**src/rtl/kgp_decode_stage.sv**
```systemverilog
// kgp_decode_stage
// ----------------
// Instruction-decode stage of the KGPMini pipeline. It takes one instruction
// word and its PC from fetch, decodes the opcode, and holds the result in a
// single-entry output register for the ALU control unit.
//
// Handshake (both sides): a beat moves when valid && ready on the same rising
// edge. The producer holds its payload stable while valid=1 and ready=0. The
// consumer may change ready at any time. The input side accepts whenever
// the stage is running and the output register is empty or draining this
// cycle, so back-to-back beats stream at full rate.
//
// Ports:
//   clk, rst_n          clock, asynchronous active-low reset
//   in_valid/in_ready   fetch handshake; instr and pc_in are its payload
//   out_valid/out_ready downstream handshake for the decoded bundle
//   alu_op, funct       ALU operation class and funct field
//   reg_write, mem_read, mem_write, alu_src, branch   datapath controls
//   pc_out              PC of the bundle in the output register
//   halted              HALT has retired; the stage accepts nothing until reset
//   illegal             bundle in the output register had an unknown opcode
//   illegal_cnt         saturating count of accepted illegal opcodes
//   dbg_state           current FSM state (0=RUN, 1=HALTED_PEND, 2=HALTED)

module kgp_decode_stage #(
  parameter int PC_W  = 32,
  parameter int CNT_W = 8
) (
  input  logic             clk,
  input  logic             rst_n,
  input  logic             in_valid,
  output logic             in_ready,
  input  logic [31:0]      instr,
  input  logic [PC_W-1:0]  pc_in,
  output logic             out_valid,
  input  logic             out_ready,
  output logic [2:0]       alu_op,
  output logic [5:0]       funct,
  output logic             reg_write,
  output logic             mem_read,
  output logic             mem_write,
  output logic             alu_src,
  output logic             branch,
  output logic [PC_W-1:0]  pc_out,
  output logic             halted,
  output logic             illegal,
  output logic [CNT_W-1:0] illegal_cnt,
  output logic [1:0]       dbg_state
);

  typedef enum logic [1:0] {
    RUN         = 2'd0,
    HALTED_PEND = 2'd1,
    HALTED      = 2'd2
  } state_e;

  localparam logic [5:0]       OP_RTYPE  = 6'b000000;
  localparam logic [5:0]       OP_ADDI   = 6'b000001;
  localparam logic [5:0]       OP_LD     = 6'b000010;
  localparam logic [5:0]       OP_ST     = 6'b000011;
  localparam logic [5:0]       OP_BR     = 6'b000100;
  localparam logic [5:0]       OP_SHIFTI = 6'b000101;
  localparam logic [5:0]       OP_HALT   = 6'b000110;
  localparam logic [CNT_W-1:0] CNT_MAX   = '1;
  localparam logic [CNT_W-1:0] CNT_ONE   = CNT_W'(1);

  // Registered state
  state_e            state_q,       state_d;
  logic              out_valid_q,   out_valid_d;
  logic [2:0]        alu_op_q,      alu_op_d;
  logic [5:0]        funct_q,       funct_d;
  logic              reg_write_q,   reg_write_d;
  logic              mem_read_q,    mem_read_d;
  logic              mem_write_q,   mem_write_d;
  logic              alu_src_q,     alu_src_d;
  logic              branch_q,      branch_d;
  logic [PC_W-1:0]   pc_q,          pc_d;
  logic              halted_q,      halted_d;
  logic              illegal_q,     illegal_d;
  logic [CNT_W-1:0]  illegal_cnt_q, illegal_cnt_d;

  // Combinational decode of the incoming word
  logic [5:0] opcode;
  logic [2:0] dec_alu_op;
  logic [5:0] dec_funct;
  logic       dec_reg_write;
  logic       dec_mem_read;
  logic       dec_mem_write;
  logic       dec_alu_src;
  logic       dec_branch;
  logic       dec_halt;
  logic       dec_illegal;

  logic accept;
  logic xfer;

  assign opcode = instr[31:26];

  always_comb begin
    dec_alu_op    = 3'b000;
    dec_funct     = 6'b000000;
    dec_reg_write = 1'b0;
    dec_mem_read  = 1'b0;
    dec_mem_write = 1'b0;
    dec_alu_src   = 1'b0;
    dec_branch    = 1'b0;
    dec_halt      = 1'b0;
    dec_illegal   = 1'b0;
    case (opcode)
      OP_RTYPE: begin
        dec_alu_op    = 3'b111;
        dec_funct     = instr[5:0];
        dec_reg_write = 1'b1;
      end
      OP_ADDI: begin
        dec_alu_op    = 3'b001;
        dec_reg_write = 1'b1;
        dec_alu_src   = 1'b1;
      end
      OP_LD: begin
        dec_alu_op    = 3'b010;
        dec_reg_write = 1'b1;
        dec_mem_read  = 1'b1;
        dec_alu_src   = 1'b1;
      end
      OP_ST: begin
        dec_alu_op    = 3'b010;
        dec_mem_write = 1'b1;
        dec_alu_src   = 1'b1;
      end
      OP_BR: begin
        dec_alu_op = 3'b100;
        dec_funct  = instr[5:0];
        dec_branch = 1'b1;
      end
      OP_SHIFTI: begin
        dec_alu_op    = 3'b011;
        dec_funct     = instr[5:0];
        dec_reg_write = 1'b1;
        dec_alu_src   = 1'b1;
      end
      OP_HALT: begin
        dec_halt = 1'b1;
      end
      default: begin
        dec_illegal = 1'b1;
      end
    endcase
  end

  // in_ready is forced low while reset is asserted so fetch never sees a
  // ready window before the stage is actually out of reset.
  assign in_ready = rst_n && (state_q == RUN) && (!out_valid_q || out_ready);
  assign accept   = in_valid && in_ready;
  assign xfer     = out_valid_q && out_ready;

  always_comb begin
    state_d       = state_q;
    out_valid_d   = out_valid_q;
    alu_op_d      = alu_op_q;
    funct_d       = funct_q;
    reg_write_d   = reg_write_q;
    mem_read_d    = mem_read_q;
    mem_write_d   = mem_write_q;
    alu_src_d     = alu_src_q;
    branch_d      = branch_q;
    pc_d          = pc_q;
    halted_d      = halted_q;
    illegal_d     = illegal_q;
    illegal_cnt_d = illegal_cnt_q;

    if (accept) begin
      // Accept wins over a simultaneous transfer: the new bundle replaces
      // the departing one on the same edge.
      out_valid_d = 1'b1;
      alu_op_d    = dec_alu_op;
      funct_d     = dec_funct;
      reg_write_d = dec_reg_write;
      mem_read_d  = dec_mem_read;
      mem_write_d = dec_mem_write;
      alu_src_d   = dec_alu_src;
      branch_d    = dec_branch;
      pc_d        = pc_in;
      illegal_d   = dec_illegal;
      if (dec_illegal && (illegal_cnt_q != CNT_MAX)) begin
        illegal_cnt_d = illegal_cnt_q + CNT_ONE;
      end
      if (dec_halt) begin
        state_d = HALTED_PEND;
      end
    end else if (xfer) begin
      // Payload fields hold; only valid drops.
      out_valid_d = 1'b0;
      if (state_q == HALTED_PEND) begin
        state_d  = HALTED;
        halted_d = 1'b1;
      end
    end
  end

  always_ff @(posedge clk or negedge rst_n) begin
    if (!rst_n) begin
      state_q       <= RUN;
      out_valid_q   <= 1'b0;
      alu_op_q      <= 3'b000;
      funct_q       <= 6'b000000;
      reg_write_q   <= 1'b0;
      mem_read_q    <= 1'b0;
      mem_write_q   <= 1'b0;
      alu_src_q     <= 1'b0;
      branch_q      <= 1'b0;
      pc_q          <= '0;
      halted_q      <= 1'b0;
      illegal_q     <= 1'b0;
      illegal_cnt_q <= '0;
    end else begin
      state_q       <= state_d;
      out_valid_q   <= out_valid_d;
      alu_op_q      <= alu_op_d;
      funct_q       <= funct_d;
      reg_write_q   <= reg_write_d;
      mem_read_q    <= mem_read_d;
      mem_write_q   <= mem_write_d;
      alu_src_q     <= alu_src_d;
      branch_q      <= branch_d;
      pc_q          <= pc_d;
      halted_q      <= halted_d;
      illegal_q     <= illegal_d;
      illegal_cnt_q <= illegal_cnt_d;
    end
  end

  assign out_valid   = out_valid_q;
  assign alu_op      = alu_op_q;
  assign funct       = funct_q;
  assign reg_write   = reg_write_q;
  assign mem_read    = mem_read_q;
  assign mem_write   = mem_write_q;
  assign alu_src     = alu_src_q;
  assign branch      = branch_q;
  assign pc_out      = pc_q;
  assign halted      = halted_q;
  assign illegal     = illegal_q;
  assign illegal_cnt = illegal_cnt_q;
  assign dbg_state   = state_q;

endmodule

```
**config.mk**
```make
export PLATFORM = sky130hd
export DESIGN_NAME = kgp_decode_stage
export DESIGN_NICKNAME = d
export VERILOG_FILES = /design/src/rtl/kgp_decode_stage.sv
export SDC_FILE = /design/constraint.sdc
export NUM_CORES = 1
export LEC_CHECK = 0
export ABC_CLOCK_PERIOD_IN_PS = 3210
export BUFFER_PORTS_ARGS = -buffer_cell sky130_fd_sc_hd__buf_2
export CORE_MARGIN = 10
export CORE_UTILIZATION = 40
export DETAILED_ROUTE_END_ITERATION = 7
export PLACE_DENSITY = 0.76
export SYNTH_ARGS = -nofsm -noshare
export SYNTH_HDL_FRONTEND = slang
export SYNTH_SLANG_ARGS = --single-unit
```
**constraint.sdc**
```tcl
create_clock -name clk -period 3.21 [get_ports clk]
set_clock_uncertainty 0.2 [all_clocks]
set_input_delay 0.321 -clock clk [delete_from_list [all_inputs] [get_ports clk]]
set_output_delay 0.321 -clock clk [all_outputs]
set_load 0.05 [all_outputs]
```
======== Yosys cells after proc, flatten, opt, wreduce, memory -nomap -nowiden ========
Index checks and enable logic that the tools add are counted.
word-level totals
  RAM bits ................................ 0
  bits in registers ....................... 59
  output and inout port bits .............. 60
  memories kept ........................... 0
  latch bits .............................. 0
  ROM bits ................................ 0
cells by class
  reductions and logical operators ........ 19
  $add $sub $neg .......................... 1
  magnitude comparators ................... 0
  bitwise gates (word level) .............. 1
  div/mod/pow operators ................... 0
  multiply operators ...................... 0
  shift-type cells ........................ 0
  equality and inequality tests ........... 9
  mux-type cells .......................... 15
operators with widths
  cell                                                                    number
  6-bit by 3-bit equality test with 1-bit output (second input constant)  3
  3-bit case mux with 5 select lines                                      1
  6-bit by 2-bit equality test with 1-bit output (second input constant)  2
  1-bit two-way mux                                                       9
  8-bit by 1-bit adder with 8-bit output (second input constant)          1
  2-bit two-way mux                                                       4
  8-bit != test (second input constant)                                   1
  4-bit OR reduction                                                      2
  7-bit OR reduction                                                      1
  6-bit by 1-bit equality test with 1-bit output (second input constant)  1
  6-bit zero test                                                         1
  6-bit two-way mux                                                       1
  3-bit AND reduction                                                     2
  1-bit logical AND                                                       5
  2-bit nonzero test                                                      2
  3-bit OR reduction                                                      1
  2-bit by 1-bit equality test with 1-bit output (second input constant)  1
  2-bit zero test                                                         1
  2-bit != test (second input constant)                                   1
  2-bit AND reduction                                                     1
  2-bit OR reduction                                                      1
  1-bit zero test                                                         1
  1-bit logical OR                                                        1
  1-bit inverter                                                          1

======== Depth between registers and ports, before layout ========
  depth after elaboration ................. 6
  mapped depth ............................ 7
  mapped depth without buffers ............ 5

======== Worst setup path before layout ========
OpenSTA, ideal clock, no wires.
  kind .................................... register -> register
  from .................................... reg state_q[0] (netlist: dbg_state[0])
  to ...................................... reg illegal_cnt_q[1] (netlist: illegal_cnt[1])
  path buffers ............................ 1
  setup time .............................. 125 ps
  data arrival time ....................... 1755 ps
  stages on the path, launching flop included .. 6
  setup slack ............................. 1130 ps
  cells stage by stage .................... dfrtp_1 -> nor2_4 -> nand4_4 -> buf_6 -> or3_4 -> mux2_4
on the way
  longest elaborated chain between the ends .. 5
RTL lines
  element                               line  text
  start, declared                       68    state_e state_q, state_d;
  start signal, assigned                217   state_q <= state_d;
  2-bit zero test                       153   assign in_ready = rst_n && (state_q == RUN) && (!out_valid_q || out_ready);
  1-bit logical AND (2 in a row)        153
  1-bit logical AND                     154   assign accept = in_valid && in_ready;
  2-bit AND reduction (no source line)  n/a
  end signal, assigned                  229   illegal_cnt_q <= illegal_cnt_d;
  end, declared                         80    logic [CNT_W-1:0] illegal_cnt_q, illegal_cnt_d;
No other way between the ends.
A chain may end at the register's enable or synchronous reset.

======== Final worst setup path ========
  from .................................... reg state_q[0] (netlist: dbg_state[0])
  to ...................................... reg illegal_cnt_q[7] (netlist: illegal_cnt[7])
The elaborated chain is that of the path after synthesis.

==> results.cfg <==
[route]
postRouteAntennaNets = 0
via_per_inst = 4.87
drcViolationCount = 0
drt_iter0_drc = 26
avgRoutedWirePerCell_um = 15.7
num_vias = 1762
finalWirelength_mm = 5.68
first_pass_iters = 4

[floorplanning]
boundaryPins = 128
rows = 28
core_area_sq_um = 5920
die_y_um = 98.2
die_x_um = 98.2
initial_utilization = 0.413
fp.dieArea_sq_um = 9640

[yosys]
ys_seq_elements = 59
synthMuxAreaShare = 0.158
yosys.area_share.simple = 0.0941
syn_inst = 172
synth_xor_area_frac = 0.0215
synth_top_family_by_area = multiplexers
yosysSeqAreaShare = 0.604
ys.flop_type = dfrtp_1
synth-adder-area-share = 0.00512
ys_types = 39
ys_async_sr_fraction = 1.00
synth_compound_area_frac = 0.0905
syn_nets = 241
yosysWarnings = 0
avgSynthCellArea_sq_um = 14.2
synth_edf_count = 0
syn_area_sq_um = 2450

[clocking]
htree_levels = 3
cts-root-buf = clkbuf_8
clkSinkCount = 59
hold_buffers = 0
clk_pin_slew_ps = 60
numCtsBuffers = 9
postCtsSetupBuffers = 0
tritoncts = done
cts_buffer_depth = 2
worst_skew_pair.late_latency_ps = 320
cts_resized = 0

[sta]
finalCriticalPeriod_ps = 2020
tightest_slew_ps = 731
fmax_mhz = 495
setup-violations-final = 0
setup_tns_ps = 0
rsz0062_at_grt = false
period_share = 0.629
hold_viol_final = 0
slew_headroom = 0.513
report.final.slew_viol_count = 0

[power]
power.leakage_nw = 1.63
power.density_nw_per_um2 = 837
power_mw = 2.70
ir_worst_vdd_uv = 478

[final_layout]
drive_above_1_share = 0.571
syn2layout_area_growth_pct = 32.0
n_fill_cell = 507
fin_nets = 352
diodes = 0
seqCellArea_sq_um = 1480
multi_input_area_sq_um = 903

[global_route]
grt_pass1_vias = 1876
antenna_found_initial = 0
grt_pass1_wl_mm = 9.26
track_usage = 0.116
grt_max_degree = 60
grt-ovfl-total = 0

[critical_path]
crit_type = flip-flop to flip-flop
rrSetupSlack_ps = 1190
crit_buf_inv = 1
critPathTopFamily = simple AND/OR/NAND/NOR gates
critPathSlowestCell = dfrtp_1
worstPathMaxFanout = 25
crit_chain = nor2_4 > nand4_4 > buf_4 > nor4b_1 > xor2_1
crit_arrival_ps = 2060
slowest_delay_ps = 430
worst_ep_required_time_ps = 3250
cp-start-kind = flip-flop
end_kind = flip-flop

[min_path]
hold_class = primary input to async pin

[flow_run]
drv_cap = 0

[status]
status = completed

[placement]
portBuffers = 107
dp_hpwl_mm = 4.27
place_congestion = 0.707
[cell families after synthesis]
family          Yosys count
flops                    59
simple gates             37
mux                      34
compound gates           24
buf+inv                  11
xor+xnor                  6
fa+ha+maj                 1
[where the power goes]
part | leakage, nW | internal (mW) | switching (mW) | total (mW)
clock | 0.0995 | 0.396 | 0.264 | 0.660
combinational | 0.798 | 0.275 | 0.764 | 1.04
sequential | 0.734 | 0.900 | 0.105 | 1.01
total | 1.63 | 1.57 | 1.13 | 2.70
[cells in the final DEF (no fill, tap or decap), drive strengths merged, types with 2 or more instances in the layout]
cell    instances
a21o            2
a22o            7
buf           110
clkbuf         13
dfrtp          59
mux2           34
nand2          10
nand2b          4
nand3           5
nand4           2
nor2            3
nor4            5
o21ai           3
o21bai          2
o31ai           3
o41ai           2
or3             2
xnor2           2
xor2            4
[sequential cells by signal, indices dropped and copies added, names as in the netlist, 2 cells and up]
register	count
dbg_state	2
funct	6
illegal_cnt	8
alu_op	3
pc_out	32
[cell type report]
class,count,share of cell area
clock buffers,13,0.0492
clock inverters,2,0.0108
inverters,1,0.00116
multi-input cells,102,0.280
flip-flops and latches,59,0.457
well taps,75,0.0291
repair buffers,110,0.173
[routing by layer]
layer	global-route usage	wire length, um	vias to the layer above
li1	-	-	846
met1	0.129	2290	852
met2	0.185	2780	56
met3	0.0592	544	8
met4	0.0463	59	0
met5	0	0	-
[metrics by stage]
stage | utilization | worst slack (ps) | cells | hold slack [ps] | area [sq um]
after detailed placement | 0.513 | 1100 | 347 | 259 | 3040
after CTS | 0.545 | 1170 | 362 | 0.846 | 3230
after global routing | 0.545 | 1040 | 362 | 7.38 | 3230
final | 0.545 | 1190 | 362 | 6.81 | 3230
after floorplan | - | 1130 | 172 | -175 | 2450
after global placement | 0.513 | 1110 | 347 | 255 | 3040
[synth_stat cells (2+ instances only)]
master / number / area share
nand3_1: 5 / 0.010
o21bai_1: 2 / 0.0061
nor4_1: 5 / 0.013
o31ai_1: 3 / 0.0092
nand2b_1: 3 / 0.0077
a22o_1: 7 / 0.025
xor2_1: 4 / 0.014
a21o_1: 2 / 0.0061
buf_2: 5 / 0.010
nor2_1: 2 / 0.0031
xnor2_1: 2 / 0.0072
dfrtp_1: 59 / 0.60
mux2_2: 33 / 0.15
clkbuf_1: 2 / 0.0031
nand2_1: 10 / 0.015
buf_6: 2 / 0.0092
o41ai_1: 2 / 0.0072
o21ai_0: 3 / 0.0061
[path summary, 6_finish.rpt]
kind,startpoint,endpoint,depth (start not counted)
max,dbg_state[0],illegal_cnt[7],5
min,rst_n,halted,2
max reg2reg,dbg_state[0],illegal_cnt[7],5
min reg2reg,reg_write,reg_write,1
max in group asynchronous,rst_n,pc_out[5],2
min in group clk,instr[1],funct[1],2
[worst register-to-register path: stages, from the launching register on]
cell     delay [ps]
dfrtp_1         430
nor2_4          160
nand4_4         250
buf_4           320
nor4b_1         420
xor2_1          170
(Power assumes the default switching activity.)
